[config.mk]
export PLATFORM = sky130hd
export DESIGN_NAME = accel_req_queue
export DESIGN_NICKNAME = d
export VERILOG_FILES = /design/src/rtl/accel_req_queue_pkg.sv /design/src/rtl/accel_req_fifo_mem.sv /design/src/rtl/accel_req_queue.sv
export SDC_FILE = /design/constraint.sdc
export NUM_CORES = 1
export LEC_CHECK = 0
export ABC_AREA = 1
export CORE_MARGIN = 10
export CORE_UTILIZATION = 40
export CTS_CLUSTER_DIAMETER = 50
export DETAILED_ROUTE_END_ITERATION = 16
export PLACE_DENSITY = 0.67
export SLEW_MARGIN = 20
export SYNTH_ARGS = -nofsm -noshare
export SYNTH_HDL_FRONTEND = slang
export SYNTH_HIERARCHICAL = 1
export SYNTH_SLANG_ARGS = --single-unit
export TNS_END_PERCENT = 10
[constraint.sdc]
create_clock -name clk_i -period 5.6 [get_ports clk_i]
set_input_delay 1.12 -clock clk_i [delete_from_list [all_inputs] [get_ports clk_i]]
set_output_delay 1.12 -clock clk_i [all_outputs]
set_load 0.05 [all_outputs]
[src/rtl/accel_req_queue_pkg.sv]
// Shared accelerator types: request entry, id width, helpers.
// Used by accel_req_queue and accel_req_fifo_mem.
package accel_req_queue_pkg;

  localparam int TRANS_ID_BITS = 3;
  localparam int ACC_XLEN      = 64;

  typedef struct packed {
    logic [31:0]              instr;
    logic [ACC_XLEN-1:0]      rs1;
    logic [ACC_XLEN-1:0]      rs2;
    logic [TRANS_ID_BITS-1:0] trans_id;
  } accel_req_entry_t;

  function automatic logic [31:0] sat_add32(
    input logic [31:0] a,
    input logic [31:0] b
  );
    logic [32:0] s;
    s = {1'b0, a} + {1'b0, b};
    return s[32] ? 32'hFFFF_FFFF : s[31:0];
  endfunction

endpackage

[src/rtl/accel_req_fifo_mem.sv]
// Register-file storage for the accelerator request queue.
// One write port, one asynchronous read port.
module accel_req_fifo_mem
  import accel_req_queue_pkg::*;
#(
  parameter int DEPTH = 4,
  parameter int AW    = $clog2(DEPTH)
) (
  input  logic             clk_i,
  input  logic             rst_ni,
  input  logic             we_i,
  input  logic [AW-1:0]    waddr_i,
  input  accel_req_entry_t wdata_i,
  input  logic [AW-1:0]    raddr_i,
  output accel_req_entry_t rdata_o
);

  accel_req_entry_t r_mem [DEPTH];

  always_ff @(posedge clk_i or negedge rst_ni) begin
    if (!rst_ni) begin
      for (int i = 0; i < DEPTH; i++) r_mem[i] <= '0;
    end else if (we_i) begin
      r_mem[waddr_i] <= wdata_i;
    end
  end

  assign rdata_o = r_mem[raddr_i];

endmodule

[src/rtl/accel_req_queue.sv]
// Speculative request queue in front of a vector accelerator.
// Optional stats counters: define ACCEL_REQ_QUEUE_STATS_EN.
module accel_req_queue
  import accel_req_queue_pkg::*;
#(
  parameter int DEPTH           = 4,
  parameter int XLEN            = 64,
  parameter int MAX_OUTSTANDING = 7
) (
  input  logic                     clk_i,
  input  logic                     rst_ni,
  input  logic                     issue_valid_i,
  output logic                     issue_ready_o,
  input  logic [31:0]              issue_instr_i,
  input  logic [XLEN-1:0]          issue_rs1_i,
  input  logic [XLEN-1:0]          issue_rs2_i,
  input  logic [TRANS_ID_BITS-1:0] issue_trans_id_i,
  input  logic                     commit_i,
  input  logic                     flush_i,
  output logic                     acc_req_valid_o,
  input  logic                     acc_req_ready_i,
  output logic [31:0]              acc_req_instr_o,
  output logic [XLEN-1:0]          acc_req_rs1_o,
  output logic [XLEN-1:0]          acc_req_rs2_o,
  output logic [TRANS_ID_BITS-1:0] acc_req_trans_id_o,
  input  logic                     acc_resp_valid_i,
  input  logic [XLEN-1:0]          acc_resp_result_i,
  input  logic [TRANS_ID_BITS-1:0] acc_resp_trans_id_i,
  output logic                     wb_valid_o,
  output logic [XLEN-1:0]          wb_result_o,
  output logic [TRANS_ID_BITS-1:0] wb_trans_id_o,
  output logic                     busy_o
`ifdef ACCEL_REQ_QUEUE_STATS_EN
  ,
  output logic [31:0]              stat_full_cycles_o,
  output logic [31:0]              stat_backpressure_cycles_o,
  output logic [31:0]              stat_flushed_o
`endif
);

  localparam int AW = $clog2(DEPTH);
  localparam int PW = AW + 1;
  localparam int OW = $clog2(MAX_OUTSTANDING + 1);

  logic [PW-1:0]   r_rd_ptr;
  logic [PW-1:0]   r_cm_ptr;
  logic [PW-1:0]   r_wr_ptr;
  logic [OW-1:0]   r_outstanding;
  logic            r_wb_valid;
  logic [XLEN-1:0] r_wb_result;
  logic [TRANS_ID_BITS-1:0] r_wb_id;

  logic             w_full;
  logic             w_push;
  logic             w_commit;
  logic             w_send;
  logic [PW-1:0]    w_cm_next;
  accel_req_entry_t w_wdata;
  accel_req_entry_t w_head;

  // Full depends only on registered pointers: no ready path from a pop.
  assign w_full    = (r_wr_ptr - r_rd_ptr) == PW'(DEPTH);
  assign w_push    = issue_valid_i & ~w_full & ~flush_i;
  assign w_commit  = commit_i & ((r_cm_ptr != r_wr_ptr) | w_push);
  assign w_cm_next = r_cm_ptr + PW'(w_commit);
  assign w_send    = acc_req_valid_o & acc_req_ready_i;

  assign issue_ready_o   = ~w_full;
  assign acc_req_valid_o = (r_rd_ptr != r_cm_ptr)
                         & (r_outstanding < OW'(MAX_OUTSTANDING));
  assign busy_o = (r_rd_ptr != r_wr_ptr) | (r_outstanding != '0);

  always_comb begin
    w_wdata          = '0;
    w_wdata.instr    = issue_instr_i;
    w_wdata.rs1      = ACC_XLEN'(issue_rs1_i);
    w_wdata.rs2      = ACC_XLEN'(issue_rs2_i);
    w_wdata.trans_id = issue_trans_id_i;
  end

  accel_req_fifo_mem #(.DEPTH(DEPTH)) u_mem (
    .clk_i   (clk_i),
    .rst_ni  (rst_ni),
    .we_i    (w_push),
    .waddr_i (r_wr_ptr[AW-1:0]),
    .wdata_i (w_wdata),
    .raddr_i (r_rd_ptr[AW-1:0]),
    .rdata_o (w_head)
  );

  assign acc_req_instr_o    = acc_req_valid_o ? w_head.instr : '0;
  assign acc_req_rs1_o      = acc_req_valid_o ? w_head.rs1[XLEN-1:0] : '0;
  assign acc_req_rs2_o      = acc_req_valid_o ? w_head.rs2[XLEN-1:0] : '0;
  assign acc_req_trans_id_o = acc_req_valid_o ? w_head.trans_id : '0;

  always_ff @(posedge clk_i or negedge rst_ni) begin
    if (!rst_ni) begin
      r_rd_ptr <= '0;
      r_cm_ptr <= '0;
      r_wr_ptr <= '0;
    end else begin
      r_rd_ptr <= r_rd_ptr + PW'(w_send);
      r_cm_ptr <= w_cm_next;
      r_wr_ptr <= flush_i ? w_cm_next : r_wr_ptr + PW'(w_push);
    end
  end

  always_ff @(posedge clk_i or negedge rst_ni) begin
    if (!rst_ni) begin
      r_outstanding <= '0;
    end else if (w_send & ~acc_resp_valid_i) begin
      r_outstanding <= r_outstanding + 1'b1;
    end else if (~w_send & acc_resp_valid_i & (r_outstanding != '0)) begin
      r_outstanding <= r_outstanding - 1'b1;
    end
  end

  always_ff @(posedge clk_i or negedge rst_ni) begin
    if (!rst_ni) begin
      r_wb_valid  <= 1'b0;
      r_wb_result <= '0;
      r_wb_id     <= '0;
    end else begin
      r_wb_valid <= acc_resp_valid_i;
      if (acc_resp_valid_i) begin
        r_wb_result <= acc_resp_result_i;
        r_wb_id     <= acc_resp_trans_id_i;
      end
    end
  end

  assign wb_valid_o    = r_wb_valid;
  assign wb_result_o   = r_wb_result;
  assign wb_trans_id_o = r_wb_id;

  a_resp_has_outstanding: assert property (
    @(posedge clk_i) disable iff (!rst_ni)
    acc_resp_valid_i |-> (r_outstanding != '0)
  );

`ifdef ACCEL_REQ_QUEUE_STATS_EN
  logic [31:0] r_stat_full;
  logic [31:0] r_stat_bp;
  logic [31:0] r_stat_flushed;
  logic [PW-1:0] w_dropped;

  assign w_dropped = flush_i ? (r_wr_ptr - w_cm_next) : '0;

  always_ff @(posedge clk_i or negedge rst_ni) begin
    if (!rst_ni) begin
      r_stat_full    <= '0;
      r_stat_bp      <= '0;
      r_stat_flushed <= '0;
    end else begin
      r_stat_full    <= sat_add32(r_stat_full, 32'(w_full));
      r_stat_bp      <= sat_add32(r_stat_bp,
                          32'(acc_req_valid_o & ~acc_req_ready_i));
      r_stat_flushed <= sat_add32(r_stat_flushed, 32'(w_dropped));
    end
  end

  assign stat_full_cycles_o         = r_stat_full;
  assign stat_backpressure_cycles_o = r_stat_bp;
  assign stat_flushed_o             = r_stat_flushed;
`endif

endmodule
==> results <==
- Of the total synthesized cell area, the portion taken by AND, OR, NAND and NOR gates is 0.349.
- The total vias in the final route is 35400.
- The via count of the first global-routing pass is 34500.
- Synthesis inferred 732 register bits.
- The routed length on met3 is just over 9 mm.
- The tool flagged a number of max-cap violations equal to 0.
- The number of antenna violations at the first check in global routing was 11.
- In this run, synthesis inferred 0 flip-flops with an integrated enable.
- The x dimension of the die is ~330 um.
- The final layout net count is 5971.
- The setup TNS after final layout is 0 ps.
- The top-area cell type share of the netlist area is 0.478.
- For the worst flop-to-flop path, the logic depth is 12.
- The number of distinct standard cells referenced by the synthesized netlist is 23.
- For the pin with the worst max-slew slack, the measured transition is ~1100 ps.
- The highest attainable clock frequency is 0.200 GHz.
- The total power per unit cell area is 743 nW/um^2.
- Entering global routing, the biggest net connects 200 pins.
- The tightest min-delay check is of the flop to flop type.
- The share of synthesized registers carrying an async set or reset is 1.00.
- Counting every net in the synthesized netlist gives 5715.
- Once detail routing completed, the nets flagged for antenna violations numbered 0.
- The final setup violation count is 0.
- The die covers 109000 um^2.
- The launching element type of the critical path is a flop.
- The library cell used as clock root buffer is clkbuf_16.
- By area the synthesized netlist is led by dfrtp_1 (48%), nand2_1 (21%), inv_1 (9.7%).
- The detailed router used layers up to and including met5.
- The number of remaining DRC errors is 0.
- The post-synthesis mux area share is 0.
- The final global-route overflow total is 0.
- Of the total synthesized cell area, the portion taken by XOR and XNOR cells is 0.00229.
- In this run the register-to-register setup slack is 1860 ps.
- The cell count after synthesis came out at 5469.
- The analysis attributes to cell leakage a power of 26.0 nW.
- The worst setup path is of the flop to primary output kind.
- The row count is 113.
- The worst register-to-register path ends at u_mem/r_mem[348].
- The depth of the CTS H-tree is 3.
- TritonCTS built the clock tree.
- The reg-to-reg startpoint is r_wr_ptr[1].
- Of the total synthesized cell area, the portion taken by full adders, half adders and majority gates is 0.00313.
- The mapped netlist covers 38300 um^2.
- The clock-pin transition on the worst setup and hold timing paths is roughly 60 ps.
- The clock network latency to the later pin of the worst-skew pair is 690 ps.
- Among all flip-flop cells after synthesis, the most frequent one is dfrtp_1.
- The post-route minimum period is 5000 ps.
- The average instance in the mapped netlist occupies 7.01 um^2.
- The endpoint class of the critical path is a primary output.
- The launch point of the worst hold path is u_mem/r_mem[405].
- Buffers placed on the I/O ports in this run total 470.
- The global-route wire length before repair is between 150 and 200 mm.
- The post-detailed-placement half-perimeter wirelength is 72.3 mm.
- The number of hold-slack violations in the final timing report is 0.
- The flow ran to the end, and the final reports show no timing, DRC or antenna violations.
- Dividing the final minimum period by the clock period gives 0.892.
- The clock tree skew after final layout is between 20 and 30 ps.
- At the worst endpoint, the required time is 4480 ps.
- The cell depth of the worst hold path is 2.
- The count of TritonRoute iterations in the first routing pass is 6.
- The total routing resource utilization after global routing is 0.227.
- The first-iteration detailed-routing DRC count is ~3400.
- The CTS sink count is 732.
- In the final layout, the share of cells above drive strength 1 is 0.0427.
- Along the worst path, the maximum fanout reaches between 150 and 200.
- The path with the worst hold slack has its endpoint at u_mem/r_mem[405].
- The core area is 95000 um^2.
- Post-CTS timing repair inserted 0 buffers for setup.
- Relative to the synthesized area, the layout overhead comes to 22.9%.
- The via density per instance is 5.00.
- Summed over all instances, the cell type with the most area after synthesis is dfrtp_1.
- The dominant combinational cell family by area after synthesis is simple AND/OR/NAND/NOR gates.
- The initial core utilization is 0.403.
- The met1 wire length is 53.5 mm.
- The maximum ir drop on the vdd rail is 0.761 mV.
- The final count of pins violating max slew is 0.
- The routed design uses just over 60 mm of met2 wire.
- The boundary pin count is 471.
- The post-layout instance area is 47100 um^2.
- For this design, the CTS-stage hold fixing added 0 buffers.
- The final weighted congestion in routability-driven placement is 0.822.
- The data arrival time of the worst path is 3880 ps.
- Once the clock tree was built, the resizer swapped 0 gates to a different size.
- The post-synthesis compound-gate area fraction is 0.0219.
- The placed instances occupy a cell area of 43500 um^2.
- The maximum buffer depth of the clock tree is 3.
- The final total power is 0.0350 W.
- Summed over all layers, the routed wires come to 126 mm.
- The total of warnings raised by yosys is 6.
- The headroom to the max-slew limit is 0.254.
- Setup repair after global routing left no endpoint under its margin.
- The critical path starts at r_rd_ptr[0].
- The die is approximately 330 um tall.
- For this run, the register share of the synthesized area comes to 0.478.
- The TritonCTS buffer count is about 100.
- Dividing the detail-routed wire length by the instance count gives between 15 and 20 um.
## metal layers
layer  up-vias  track usage
li1      17100            -
met1     16900        0.296
met2      1193        0.377
met3       203       0.0498
met4        12       0.0616
met5         -            0
## synthesized netlist by cell type, drive strengths merged (4+ instances only)
cell	instances
nand3	501
buf	260
nand4	328
dfrtp	732
o21ai	164
inv	997
xor2	4
xnor2	6
ha	8
nand2	2184
nor2	166
clkbuf	114
## registers in the layout, indices dropped and copies added, names as in the netlist
| register | cells |
|---|---|
| u_mem/r_mem | 652 |
| wb_result_o | 64 |
| r_cm_ptr | 3 |
| r_rd_ptr | 3 |
| wb_trans_id_o | 3 |
| r_wr_ptr | 3 |
| r_outstanding | 3 |
| wb_valid_o | 1 |
## power breakdown
| group | internal [W] | switching (W) | total, W | leakage [nW] |
|---|---|---|---|---|
| logic | 0.00567 | 0.0136 | 0.0193 | 15.0 |
| registers | 0.00755 | 0.00139 | 0.00894 | 9.20 |
| clock network | 0.00419 | 0.00259 | 0.00678 | 1.73 |
| total | 0.0174 | 0.0176 | 0.0350 | 26.0 |
## cell usage in the layout, fill, tap and decap left out, types with 3 or more instances in the layout
cell,n
nand2_1,2183
xor2_1,4
clkbuf_8,11
nand3_1,498
buf_4,40
inv_1,989
inv_2,3
clkinv_2,17
o21ai_0,24
diode_2,6
nand4_1,328
clkinvlp_4,7
nand3_4,3
clkinv_4,8
bufinv_16,14
inv_8,4
dfrtp_4,4
clkbuf_1,16
dfrtp_1,728
ha_1,8
clkbuf_16,103
nor2_1,165
xnor2_1,6
inv_6,8
clkdlybuf4s50_1,468
buf_12,17
o21ai_1,140
## critical path, stage by stage, from the launching register on
cell and delay [ps]:
dfrtp_4 690, buf_12 760, buf_4 540, nand2_1 120, nand3_1 90, nand2_1 100
inv_1 60, nor2_1 40, clkdlybuf4s50_1 700
## cell families (layout without fill, tap and decap cells)
family / after synthesis / in the layout
AND/OR/NAND/NOR: 3180 / 3180
other: 0 / 6
adder cells (fa/ha/maj): 9 / 9
flip-flops: 732 / 732
XOR/XNOR: 10 / 10
AO/OA/AOI/OAI: 166 / 166
buffers and inverters: 1372 / 1711
## area by class of cell
type | instances | area, um^2
fillers | 9367 | 47900
diodes | 6 | 15.0
multi-input cells | 3365 | 14500
well taps | 1265 | 1580
clock buffers | 130 | 2790
flip-flops and latches | 732 | 18300
repair buffers | 527 | 5350
clock inverters | 56 | 772
inverters | 998 | 3780
## worst max path at each step
stage,cells past startpoint,slack (ps),to
2_1_floorplan,10,2170,acc_req_rs1_o[58]
3_3_place_gp,8,1340,acc_req_instr_o[9]
3_5_place_dp,8,1340,acc_req_instr_o[25]
4_1_cts,8,570,acc_req_instr_o[25]
5_1_grt,8,370,acc_req_rs1_o[29]
6_report,8,600,acc_req_instr_o[25]
## stage by stage
| stage | std cells | setup WS (ps) | utilization | hold WS (ps) |
|---|---|---|---|---|
| 6_report | 7079 | 605 | 0.496 | 465 |
| 5_1_grt | 7077 | 369 | 0.496 | 478 |
| 4_1_cts | 7073 | 566 | 0.496 | 471 |
| 3_5_place_dp | 6887 | 1340 | 0.458 | 457 |
| 3_3_place_gp | 6887 | 1340 | 0.458 | 453 |
| 2_1_floorplan | 5469 | 2170 | - | 442 |
Note: power is estimated with default switching activity, not from simulation.
